[src/rtl/gpu_extmem_queue_if.sv]
// Core-side request, gateway-side transaction and writeback signals of the
// external memory queue, grouped so the queue and its environment share one bundle.
interface gpu_extmem_queue_if #(
  parameter int unsigned AW = 24
);
  logic          req_valid;
  logic          req_ready;
  logic          req_write;
  logic [1:0]    req_size;
  logic [AW-1:0] req_addr;
  logic [31:0]   req_wdata;
  logic [4:0]    req_reg;

  logic          gw_external;
  logic [AW-1:0] gw_addr;
  logic [31:0]   gw_din;
  logic          gw_memw;
  logic [1:0]    gw_msize;
  logic          gw_done;
  logic          xld_ready;
  logic [31:0]   load_data;

  logic          wb_valid;
  logic [4:0]    wb_reg;
  logic [31:0]   wb_data;
  logic          wb_stall;

  // The queue itself
  modport slave (
    input  req_valid, req_write, req_size, req_addr, req_wdata, req_reg,
    output req_ready,
    output gw_external, gw_addr, gw_din, gw_memw, gw_msize,
    input  gw_done, xld_ready, load_data,
    output wb_valid, wb_reg, wb_data,
    input  wb_stall
  );

  // Core, gateway and writeback port driving the queue
  modport master (
    output req_valid, req_write, req_size, req_addr, req_wdata, req_reg,
    input  req_ready,
    input  gw_external, gw_addr, gw_din, gw_memw, gw_msize,
    output gw_done, xld_ready, load_data,
    input  wb_valid, wb_reg, wb_data,
    output wb_stall
  );
endinterface

[src/rtl/gpu_extmem_queue.sv]
// In-order external load/store queue: buffers core requests, issues them one at
// a time to the bus gateway and returns zero-extended load results to writeback.
module gpu_extmem_queue #(
  parameter int unsigned DEPTH = 2,
  parameter int unsigned AW    = 24
) (
  input  logic                 sys_clk,
  input  logic                 reset_n,
  gpu_extmem_queue_if.slave    bus,
  output logic                 busy,
  output logic                 err_align,
  input  logic                 err_clr
);

  localparam int unsigned PW = (DEPTH > 2) ? 2 : 1;
  localparam logic [PW:0] FULL = (PW+1)'(DEPTH);

  typedef enum logic [1:0] {IDLE, XFER, WB} state_t;

  state_t state_q, state_d;

  logic          fifo_write [DEPTH];
  logic [1:0]    fifo_size  [DEPTH];
  logic [AW-1:0] fifo_addr  [DEPTH];
  logic [31:0]   fifo_din   [DEPTH];
  logic [4:0]    fifo_reg   [DEPTH];

  logic [PW-1:0] wr_ptr, rd_ptr;
  logic [PW:0]   count;
  logic          ready;
  logic          push, pop, capture;

  logic [1:0]    size_n;
  logic          misalign;
  logic [AW-1:0] addr_al;
  logic [31:0]   din_rep;

  logic          iss_write;
  logic [1:0]    iss_size;
  logic [AW-1:0] iss_addr;
  logic [31:0]   iss_din;
  logic [4:0]    iss_reg;
  logic [31:0]   wb_data_q;

  assign ready = (count != FULL);
  assign push  = bus.req_valid & ready;

  // Requests are normalised at enqueue: size 3 becomes long, the address is
  // forced aligned and store data is lane-replicated, so issue is a plain copy.
  always_comb begin
    size_n   = (bus.req_size == 2'd3) ? 2'd2 : bus.req_size;
    misalign = 1'b0;
    addr_al  = bus.req_addr;
    din_rep  = bus.req_wdata;
    case (size_n)
      2'd0: din_rep = {4{bus.req_wdata[7:0]}};
      2'd1: begin
        din_rep  = {2{bus.req_wdata[15:0]}};
        misalign = bus.req_addr[0];
        addr_al  = {bus.req_addr[AW-1:1], 1'b0};
      end
      default: begin
        misalign = (bus.req_addr[1:0] != 2'b00);
        addr_al  = {bus.req_addr[AW-1:2], 2'b00};
      end
    endcase
  end

  always_ff @(posedge sys_clk) begin
    if (push) begin
      fifo_write[wr_ptr] <= bus.req_write;
      fifo_size[wr_ptr]  <= size_n;
      fifo_addr[wr_ptr]  <= addr_al;
      fifo_din[wr_ptr]   <= din_rep;
      fifo_reg[wr_ptr]   <= bus.req_reg;
    end
  end

  always_ff @(posedge sys_clk or negedge reset_n) begin
    if (!reset_n) begin
      wr_ptr <= '0;
      rd_ptr <= '0;
      count  <= '0;
    end else begin
      if (push) wr_ptr <= wr_ptr + PW'(1);
      if (pop)  rd_ptr <= rd_ptr + PW'(1);
      case ({push, pop})
        2'b10:   count <= count + (PW+1)'(1);
        2'b01:   count <= count - (PW+1)'(1);
        default: count <= count;
      endcase
    end
  end

  always_ff @(posedge sys_clk or negedge reset_n) begin
    if (!reset_n) begin
      err_align <= 1'b0;
    end else if (push && misalign) begin
      err_align <= 1'b1;
    end else if (err_clr) begin
      err_align <= 1'b0;
    end
  end

  always_ff @(posedge sys_clk or negedge reset_n) begin
    if (!reset_n) state_q <= IDLE;
    else          state_q <= state_d;
  end

  always_comb begin
    state_d = state_q;
    pop     = 1'b0;
    capture = 1'b0;
    case (state_q)
      IDLE: begin
        if (count != '0) begin
          pop     = 1'b1;
          state_d = XFER;
        end
      end
      XFER: begin
        if (iss_write) begin
          if (bus.gw_done) state_d = IDLE;
        end else if (bus.xld_ready) begin
          capture = 1'b1;
          state_d = WB;
        end
      end
      WB: begin
        if (!bus.wb_stall) state_d = IDLE;
      end
      default: state_d = IDLE;
    endcase
  end

  always_ff @(posedge sys_clk or negedge reset_n) begin
    if (!reset_n) begin
      iss_write <= 1'b0;
      iss_size  <= '0;
      iss_addr  <= '0;
      iss_din   <= '0;
      iss_reg   <= '0;
    end else if (pop) begin
      iss_write <= fifo_write[rd_ptr];
      iss_size  <= fifo_size[rd_ptr];
      iss_addr  <= fifo_addr[rd_ptr];
      iss_din   <= fifo_din[rd_ptr];
      iss_reg   <= fifo_reg[rd_ptr];
    end
  end

  always_ff @(posedge sys_clk or negedge reset_n) begin
    if (!reset_n) begin
      wb_data_q <= '0;
    end else if (capture) begin
      case (iss_size)
        2'd0:    wb_data_q <= {24'b0, bus.load_data[7:0]};
        2'd1:    wb_data_q <= {16'b0, bus.load_data[15:0]};
        default: wb_data_q <= bus.load_data;
      endcase
    end
  end

  assign bus.req_ready   = ready;
  assign bus.gw_external = (state_q == XFER);
  assign bus.gw_addr     = iss_addr;
  assign bus.gw_din      = iss_din;
  assign bus.gw_memw     = (state_q == XFER) & iss_write;
  assign bus.gw_msize    = iss_size;
  assign bus.wb_valid    = (state_q == WB);
  assign bus.wb_reg      = iss_reg;
  assign bus.wb_data     = wb_data_q;
  assign busy            = (count != '0) || (state_q != IDLE);

endmodule

[src/flat_wrapper.sv]
// flat-port wrapper written by rule: the top's interface ports become plain ports
module gpu_extmem_queue_flat 
#(
  parameter int unsigned DEPTH = 2,
  parameter int unsigned AW    = 24
)
  (sys_clk, reset_n, busy, err_align, err_clr, bus_req_valid, bus_req_write, bus_req_size, bus_req_addr, bus_req_wdata, bus_req_reg, bus_req_ready, bus_gw_external, bus_gw_addr, bus_gw_din, bus_gw_memw, bus_gw_msize, bus_gw_done, bus_xld_ready, bus_load_data, bus_wb_valid, bus_wb_reg, bus_wb_data, bus_wb_stall);
  gpu_extmem_queue_if #(.AW(AW)) bus_i ();
  input  logic sys_clk;
  input  logic reset_n;
  output logic busy;
  output logic err_align;
  input  logic err_clr;
  input wire logic [$bits(bus_i.req_valid)-1:0] bus_req_valid;
  input wire logic [$bits(bus_i.req_write)-1:0] bus_req_write;
  input wire logic [$bits(bus_i.req_size)-1:0] bus_req_size;
  input wire logic [$bits(bus_i.req_addr)-1:0] bus_req_addr;
  input wire logic [$bits(bus_i.req_wdata)-1:0] bus_req_wdata;
  input wire logic [$bits(bus_i.req_reg)-1:0] bus_req_reg;
  output wire logic [$bits(bus_i.req_ready)-1:0] bus_req_ready;
  output wire logic [$bits(bus_i.gw_external)-1:0] bus_gw_external;
  output wire logic [$bits(bus_i.gw_addr)-1:0] bus_gw_addr;
  output wire logic [$bits(bus_i.gw_din)-1:0] bus_gw_din;
  output wire logic [$bits(bus_i.gw_memw)-1:0] bus_gw_memw;
  output wire logic [$bits(bus_i.gw_msize)-1:0] bus_gw_msize;
  input wire logic [$bits(bus_i.gw_done)-1:0] bus_gw_done;
  input wire logic [$bits(bus_i.xld_ready)-1:0] bus_xld_ready;
  input wire logic [$bits(bus_i.load_data)-1:0] bus_load_data;
  output wire logic [$bits(bus_i.wb_valid)-1:0] bus_wb_valid;
  output wire logic [$bits(bus_i.wb_reg)-1:0] bus_wb_reg;
  output wire logic [$bits(bus_i.wb_data)-1:0] bus_wb_data;
  input wire logic [$bits(bus_i.wb_stall)-1:0] bus_wb_stall;
  assign bus_i.req_valid = bus_req_valid;
  assign bus_i.req_write = bus_req_write;
  assign bus_i.req_size = bus_req_size;
  assign bus_i.req_addr = bus_req_addr;
  assign bus_i.req_wdata = bus_req_wdata;
  assign bus_i.req_reg = bus_req_reg;
  assign bus_req_ready = bus_i.req_ready;
  assign bus_gw_external = bus_i.gw_external;
  assign bus_gw_addr = bus_i.gw_addr;
  assign bus_gw_din = bus_i.gw_din;
  assign bus_gw_memw = bus_i.gw_memw;
  assign bus_gw_msize = bus_i.gw_msize;
  assign bus_i.gw_done = bus_gw_done;
  assign bus_i.xld_ready = bus_xld_ready;
  assign bus_i.load_data = bus_load_data;
  assign bus_wb_valid = bus_i.wb_valid;
  assign bus_wb_reg = bus_i.wb_reg;
  assign bus_wb_data = bus_i.wb_data;
  assign bus_i.wb_stall = bus_wb_stall;
  gpu_extmem_queue #(.DEPTH(DEPTH), .AW(AW)) u_core (.sys_clk(sys_clk), .reset_n(reset_n), .bus(bus_i), .busy(busy), .err_align(err_align), .err_clr(err_clr));
endmodule
[config.mk]
export PLATFORM = sky130hd
export DESIGN_NAME = gpu_extmem_queue_flat
export DESIGN_NICKNAME = d
export VERILOG_FILES = /design/src/rtl/gpu_extmem_queue_if.sv /design/src/rtl/gpu_extmem_queue.sv /design/src/flat_wrapper.sv
export SDC_FILE = /design/constraint.sdc
export NUM_CORES = 1
export LEC_CHECK = 0
export ABC_CLOCK_PERIOD_IN_PS = 4250
export CORE_MARGIN = 3
export CORE_UTILIZATION = 50
export DETAILED_ROUTE_END_ITERATION = 8
export GPL_TIMING_DRIVEN = 0
export PLACE_DENSITY_LB_ADDON = 0.05
export SYNTH_ARGS = -nofsm -noshare
export SYNTH_HDL_FRONTEND = slang
export SYNTH_SLANG_ARGS = --single-unit
[constraint.sdc]
create_clock -name sys_clk -period 4.25 [get_ports sys_clk]
set_input_delay 0.85 -clock sys_clk [delete_from_list [all_inputs] [get_ports sys_clk]]
set_output_delay 0.85 -clock sys_clk [all_outputs]
set_load 0.005 [all_outputs]
==> out/metrics.yaml, run 1 <==
setup_path:
  cpLargestDelayFamily: "buffers and inverters"
  cp_cell_sequence: "nor2b_1 -> and2_1 -> clkdlybuf4s50_1"
  crit_path_top_delay_cell: "clkdlybuf4s50_1"
  crit_required_ns: 3.40
  crit_buf_inv: 1
  reg2reg_setup_slack_ns: 2.44
  rr_worst_depth: 4
  cp-startpoint: "u_core.state_q[0]"
  criticalPathCategory: "reg2out"
  worstPathArrival_ns: 1.86
  cp_max_fo: 5
  start_kind: "register"
  cpPeakStageDelay_ns: 0.51
  r2r-start: "u_core.count[0]"
  r2r-end: "u_core.fifo_addr[0][23]"
  worst_setup_path_end_kind: "output pin"
  endpoint: "bus_gw_memw"
  critical_path_depth: 3
sta:
  setup_violations: 0
  maxSlewViolCount: 0
  setup_slack_ns: 1.54
  setup_tns_ns: 0
  finalCritPeriodShare_pct: 63.8
  clock.fmax_ghz: 0.369
  finalCriticalPeriod_ns: 2.71
  finalHoldViolations: 0
  grt_setup_unrepaired: "false"
  finClkSkew_ns: 0.00699
  max-slew-margin-rel_pct: 58.3
  worstMarginPinSlew_ns: 0.625
  whs_ns: 0.341
floorplanning:
  die_w_um: 140
  core_um2: 17400
  die_area_um2: 19600
  start_util_pct: 51.5
  pin_count: 204
  row_count: 48
  die_height_um: 140
final_layout:
  drive_gt1_share_pct: 25.3
  regMostFlops: "u_core.fifo_din"
  reg.largest.list: "u_core.fifo_din (64), u_core.fifo_addr (48)"
  design_area_um2: 12100
  area_delta_synth_final_pct: 35.2
  nFillCells: 1209
  multi_input_area_um2: 2390
  nNetsFinal: 875
  final_cell_count_no_fill: 1015
  largest_reg_flops: 64
  seqCellArea_um2: 6420
placement:
  dp.cells: 970
  dpl-instance-area_um2: 11400
  hpwl_um: 13500
  place.gp.congestion: 0.820
  numPortBuffers: 202
  dpl_worst_slack_ns: 1.70
routing:
  drt.antenna.violating_nets: 0
  vias_per_cell: 5.16
  wl_um: 19500
  drt-initial-drc-count: 238
  drtPass1Iterations: 4
  drc: 0
  vias: 5238
  avgRoutedWirePerCell_um: 19.2
global_routing:
  grt_pass1_wl_um: 30900
  grt_pass1_vias: 5702
  grt_antenna_before_repair: 0
  grt_usage_pct: 19.9
  grt_max_degree: 68
  grt-ovfl-total: 0
power_and_ir_drop:
  clkPwrFrac_pct: 22.8
  ir_drop_uv: 419
  p_int_uw: 6260
  p_comb_share_pct: 36.6
  switching_share_pct: 27.7
  seq_power_share_pct: 40.6
  power.switching_uw: 2400
  leakage_uw: 0.00463
  power_density_nw_per_um2: 714
synthesis:
  yosysSeqAreaShare_pct: 71.6
  yosys.area.top_type: "edfxtp_1"
  synth_commonest_cells: "mux2_2, edfxtp_1, dfrtp_1"
  synth_edf_count: 128
  synth.top_cell.area_share_pct: 42.8
  synthArstFlopShare_pct: 44.6
  synthCells: 539
  synth_area_leaders: "edfxtp_1, dfrtp_1, mux2_2"
  synth_area_um2: 8970
  syn_area_per_cell_um2: 16.6
  ys_seq_elements: 231
  ys.warnings.count: 0
  synth_nets: 643
  yosysMostFrequentCell: "mux2_2"
  synth_cell_types: 28
  synth_flop_cell: "edfxtp_1"
cts:
  cts_setup_buffers: 0
  ctsResizeCount: 0
  cts.reportedPaths.clkPinSlew_ns: 0.06
  clockBufferDepth: 3
  numCtsBuffers: 24
  cts_tree: "yes"
  htreeDepth: 1
  clock_sinks: 231
  clk_root_buffer_cell: "clkbuf_16"
  clkLatencyLatePin_ns: 0.50
  postCtsHoldBufs: 0
outcome:
  status: "completed"
hold_path:
  hold_path_class: "in2async"
job:
  maxCapViolations: 0
[metal layers]
layer  wire length, um  up-vias  track usage (%)
met3              1310       31             5.12
met2              9670      172             33.4
met4               369        0             4.95
li1                  -     2429                -
met5                 0        -                0
met1              8110     2606             26.2
[kinds of logic after synthesis]
| kind of cell | count (synthesis) | share of synthesized area (%) |
|---|---|---|
| XOR/XNOR | 5 | 0.488 |
| adder cells (fa/ha/maj) | 1 | 0.139 |
| flip-flops | 231 | 71.6 |
| multiplexers | 161 | 20.1 |
| buffers and inverters | 29 | 1.94 |
| AND/OR/NAND/NOR | 77 | 3.75 |
| AO/OA/AOI/OAI | 35 | 2.02 |
[cells in the final DEF, fill, tap and decap left out, types with 4 or more instances in the layout]
cell	instances
clkbuf_16	25
o21ai_0	32
dfrtp_1	103
edfxtp_1	128
mux2_1	17
clkbuf_1	16
mux2_2	135
nand2_1	60
buf_4	4
buf_2	13
clkdlybuf4s50_1	201
mux2i_1	9
nor2b_1	4
buf_6	5
clkbuf_8	5
[power groups by stage]
stage	Clock [uW]	Sequential [uW]	Combinational [uW]
after global placement	0	3570	3090
after floorplan	0	3570	1630
after detailed placement	0	3560	3230
final	1970	3520	3170
after global routing	2130	3610	3450
after CTS	2020	3530	3250
[final cells by class]
| cell class | count | share of cell area (%) |
|---|---|---|
| Tap cell | 225 | 2.32 |
| Sequential cell | 231 | 52.9 |
| Buffer | 28 | 1.40 |
| Timing Repair Buffer | 206 | 17.4 |
| Multi-Input combinational cell | 279 | 19.7 |
| Clock inverter | 4 | 0.186 |
| Clock buffer | 40 | 6.03 |
| Antenna cell | 1 | 0.0206 |
| Inverter | 1 | 0.0309 |
[stage by stage]
stage | util, % | total power [uW]
2_1_floorplan | - | 5200
3_3_place_gp | 64.7 | 6660
3_5_place_dp | 65.3 | 6790
4_1_cts | 69.6 | 8800
5_1_grt | 69.6 | 9180
6_report | 69.6 | 8660
[how the worst min path moves through the flow]
stage,from,end,slack [ns],depth (start not counted)
after global placement,u_core.bus.wb_data[21],u_core.bus.wb_data[21],0.46,2
final,reset_n,u_core.bus.gw_addr[16],0.34,1
after floorplan,u_core.wr_ptr,u_core.wr_ptr,0.46,1
after global routing,reset_n,u_core.bus.gw_addr[16],0.36,1
after CTS,reset_n,u_core.bus.gw_addr[16],0.35,1
after detailed placement,u_core.bus.wb_data[8],u_core.bus.wb_data[8],0.47,2
No activity file was read; power rests on OpenSTA's default activity.
==> run 2: changes to the inputs <==
--- a/config.mk
+++ b/config.mk
@@ -5,7 +5,7 @@
 export SDC_FILE = /design/constraint.sdc
 export NUM_CORES = 1
 export LEC_CHECK = 0
-export ABC_CLOCK_PERIOD_IN_PS = 4250
+export ABC_CLOCK_PERIOD_IN_PS = 2500
 export CORE_MARGIN = 3
 export CORE_UTILIZATION = 50
 export DETAILED_ROUTE_END_ITERATION = 8
==> constraint.sdc (replaced) <==
create_clock -name sys_clk -period 2.5 [get_ports sys_clk]
set_input_delay 0.5 -clock sys_clk [delete_from_list [all_inputs] [get_ports sys_clk]]
set_output_delay 0.5 -clock sys_clk [all_outputs]
set_load 0.005 [all_outputs]
==> run 2 against run 1 <==
- combinational power rose by 71%
- via count rose by 0.50%
- die area did not move
- setup slack got worse by 1.4 ns
- core utilization rose by 0.17 points
- sequential cell count did not move
- worst hold slack got worse by 0.15 ns
- register-to-register slack got worse by 1.9 ns
- routed wire length rose by 1.0%
- clock skew rose by 0.015 ns
==> out/metrics.yaml, run 2 (same netlist as run 1, synthesis figures left out) <==
routing:
  drt-initial-drc-count: 286
  vias: 5264
  drt.antenna.violating_nets: 0
  wl_um: 19700
  avgRoutedWirePerCell_um: 19.4
  vias_per_cell: 5.19
  drc: 0
  drtPass1Iterations: 4
final_layout:
  largest_reg_flops: 64
  nFillCells: 1215
  area_delta_synth_final_pct: 35.5
  final_common_cell: "clkdlybuf4s50_1"
  multi_input_area_um2: 2390
  reg.largest.list: "u_core.fifo_din (64), u_core.fifo_addr (48)"
  final_util_pct: 69.8
  final_cell_count_no_fill: 1015
  nNetsFinal: 876
  mostFrequentLayoutCells: "clkdlybuf4s50_1, mux2_2, edfxtp_1, dfrtp_1, nand2_1"
  drive_gt1_share_pct: 25.3
  regMostFlops: "u_core.fifo_din"
  antenna_cells: 0
  seqCellArea_um2: 6420
floorplanning:
  die_w_um: 140
  pin_count: 204
  die_height_um: 140
  die_area_um2: 19600
  core_um2: 17400
  row_count: 48
  start_util_pct: 51.5
placement:
  hpwl_um: 13500
  place.gp.congestion: 0.872
  dpl_worst_slack_ns: 0.113
  dp.cells: 970
  numPortBuffers: 202
sta:
  setup_violations: 0
  finalCriticalPeriod_ns: 2.35
  worstMarginPinSlew_ns: 0.586
  finalCritPeriodShare_pct: 94.1
  setup_slack_ns: 0.147
  whs_ns: 0.189
  clock.fmax_ghz: 0.425
  maxSlewViolCount: 0
  grt_setup_unrepaired: "false"
  max-slew-margin-rel_pct: 60.9
  finalHoldViolations: 0
  finClkSkew_ns: 0.0216
hold_path:
  hold_path_class: "in2reg"
setup_path:
  criticalPathCategory: "reg2out"
  worst_setup_path_end_kind: "output pin"
  worstPathArrival_ns: 1.85
  cp_max_fo: 5
  start_kind: "register"
  crit_required_ns: 2.00
cts:
  cts_setup_buffers: 0
  numCtsBuffers: 24
  clockBufferDepth: 3
  postCtsHoldBufs: 1
  clock_sinks: 231
  clkLatencyLatePin_ns: 0.51
  clk_root_buffer_cell: "clkbuf_16"
  cts_tree: "yes"
  cts.reportedPaths.clkPinSlew_ns: 0.06
  ctsResizeCount: 0
  htreeDepth: 1
power_and_ir_drop:
  switching_share_pct: 27.9
  p_comb_share_pct: 36.5
  leakage_uw: 0.00464
  p_int_uw: 10700
  power.switching_uw: 4140
  ir_drop_uv: 682
  seq_power_share_pct: 40.4
  power_density_nw_per_um2: 1220
  clkPwrFrac_pct: 23.1
global_routing:
  grt_pass1_vias: 5712
  grt_max_degree: 67
  grt_pass1_wl_um: 31600
  grt_antenna_before_repair: 1
  grt-ovfl-total: 0
  grt_usage_pct: 20.2
job:
  maxCapViolations: 0
outcome:
  status: "completed"
==> run 2: changes by cell type in the layout (fill, tap and decap cells not counted), moves of 2 or more <==
cell / change
bufinv_16: +2
clkbuf_1: -6
clkbuf_8: -3
clkinv_1: +6
clkinv_2: +2
==> run 2: final cells by class <==
cell class / instances / share of cell area [%]
Buffer: 28 / 1.40
Multi-Input combinational cell: 279 / 19.6
Clock inverter: 14 / 1.01
Inverter: 1 / 0.0309
Sequential cell: 231 / 52.8
Clock buffer: 30 / 5.29
Tap cell: 225 / 2.32
Timing Repair Buffer: 207 / 17.5
==> run 2: worst paths after layout <==
| check | start | slack, ns | to | cells after the start |
|---|---|---|---|---|
| max | u_core.state_q[0] | 0.15 | bus_gw_memw | 3 |
| min | bus_req_size[1] | 0.19 | u_core.fifo_size[0][1] | 1 |
| max reg2reg | u_core.count[0] | 0.52 | u_core.fifo_addr[0][5] | 5 |
| min reg2reg | u_core.bus.wb_data[21] | 0.48 | u_core.bus.wb_data[21] | 2 |
| max in group asynchronous | reset_n | 1.33 | u_core.bus.wb_data[7] | 3 |
| min in group asynchronous | reset_n | 0.49 | u_core.bus.gw_addr[22] | 2 |
==> run 2: critical path, stage by stage, from the launching register on <==
cell	delay [ns]
dfrtp_1	0.44
nor2b_1	0.24
and2_1	0.16
clkdlybuf4s50_1	0.51
==> run 2: metrics by stage <==
stage	cell area [um^2]	setup TNS [ns]	total power (uW)
floorplan	8980	0	8830
global placement	11300	-414.48	11300
detailed placement	11400	0	11600
CTS	12200	0	15100
global route	12200	0	15700
finish	12200	0	14800
==> run 2: metal layers <==
| metal | global-route usage (%) | wire length [um] |
|---|---|---|
| met1 | 27.5 | 8280 |
| met2 | 34.3 | 9820 |
| met3 | 4.57 | 1270 |
| met4 | 3.62 | 275 |
| met5 | 0 | 9 |
==> run 2: power by group through the flow <==
stage | sequential, uW | clock, uW | combinational (uW)
after floorplan | 6040 | 0 | 2790
after global placement | 6020 | 0 | 5280
after detailed placement | 6070 | 0 | 5510
after CTS | 6010 | 3500 | 5550
after global routing | 6150 | 3670 | 5900
final | 5990 | 3420 | 5410
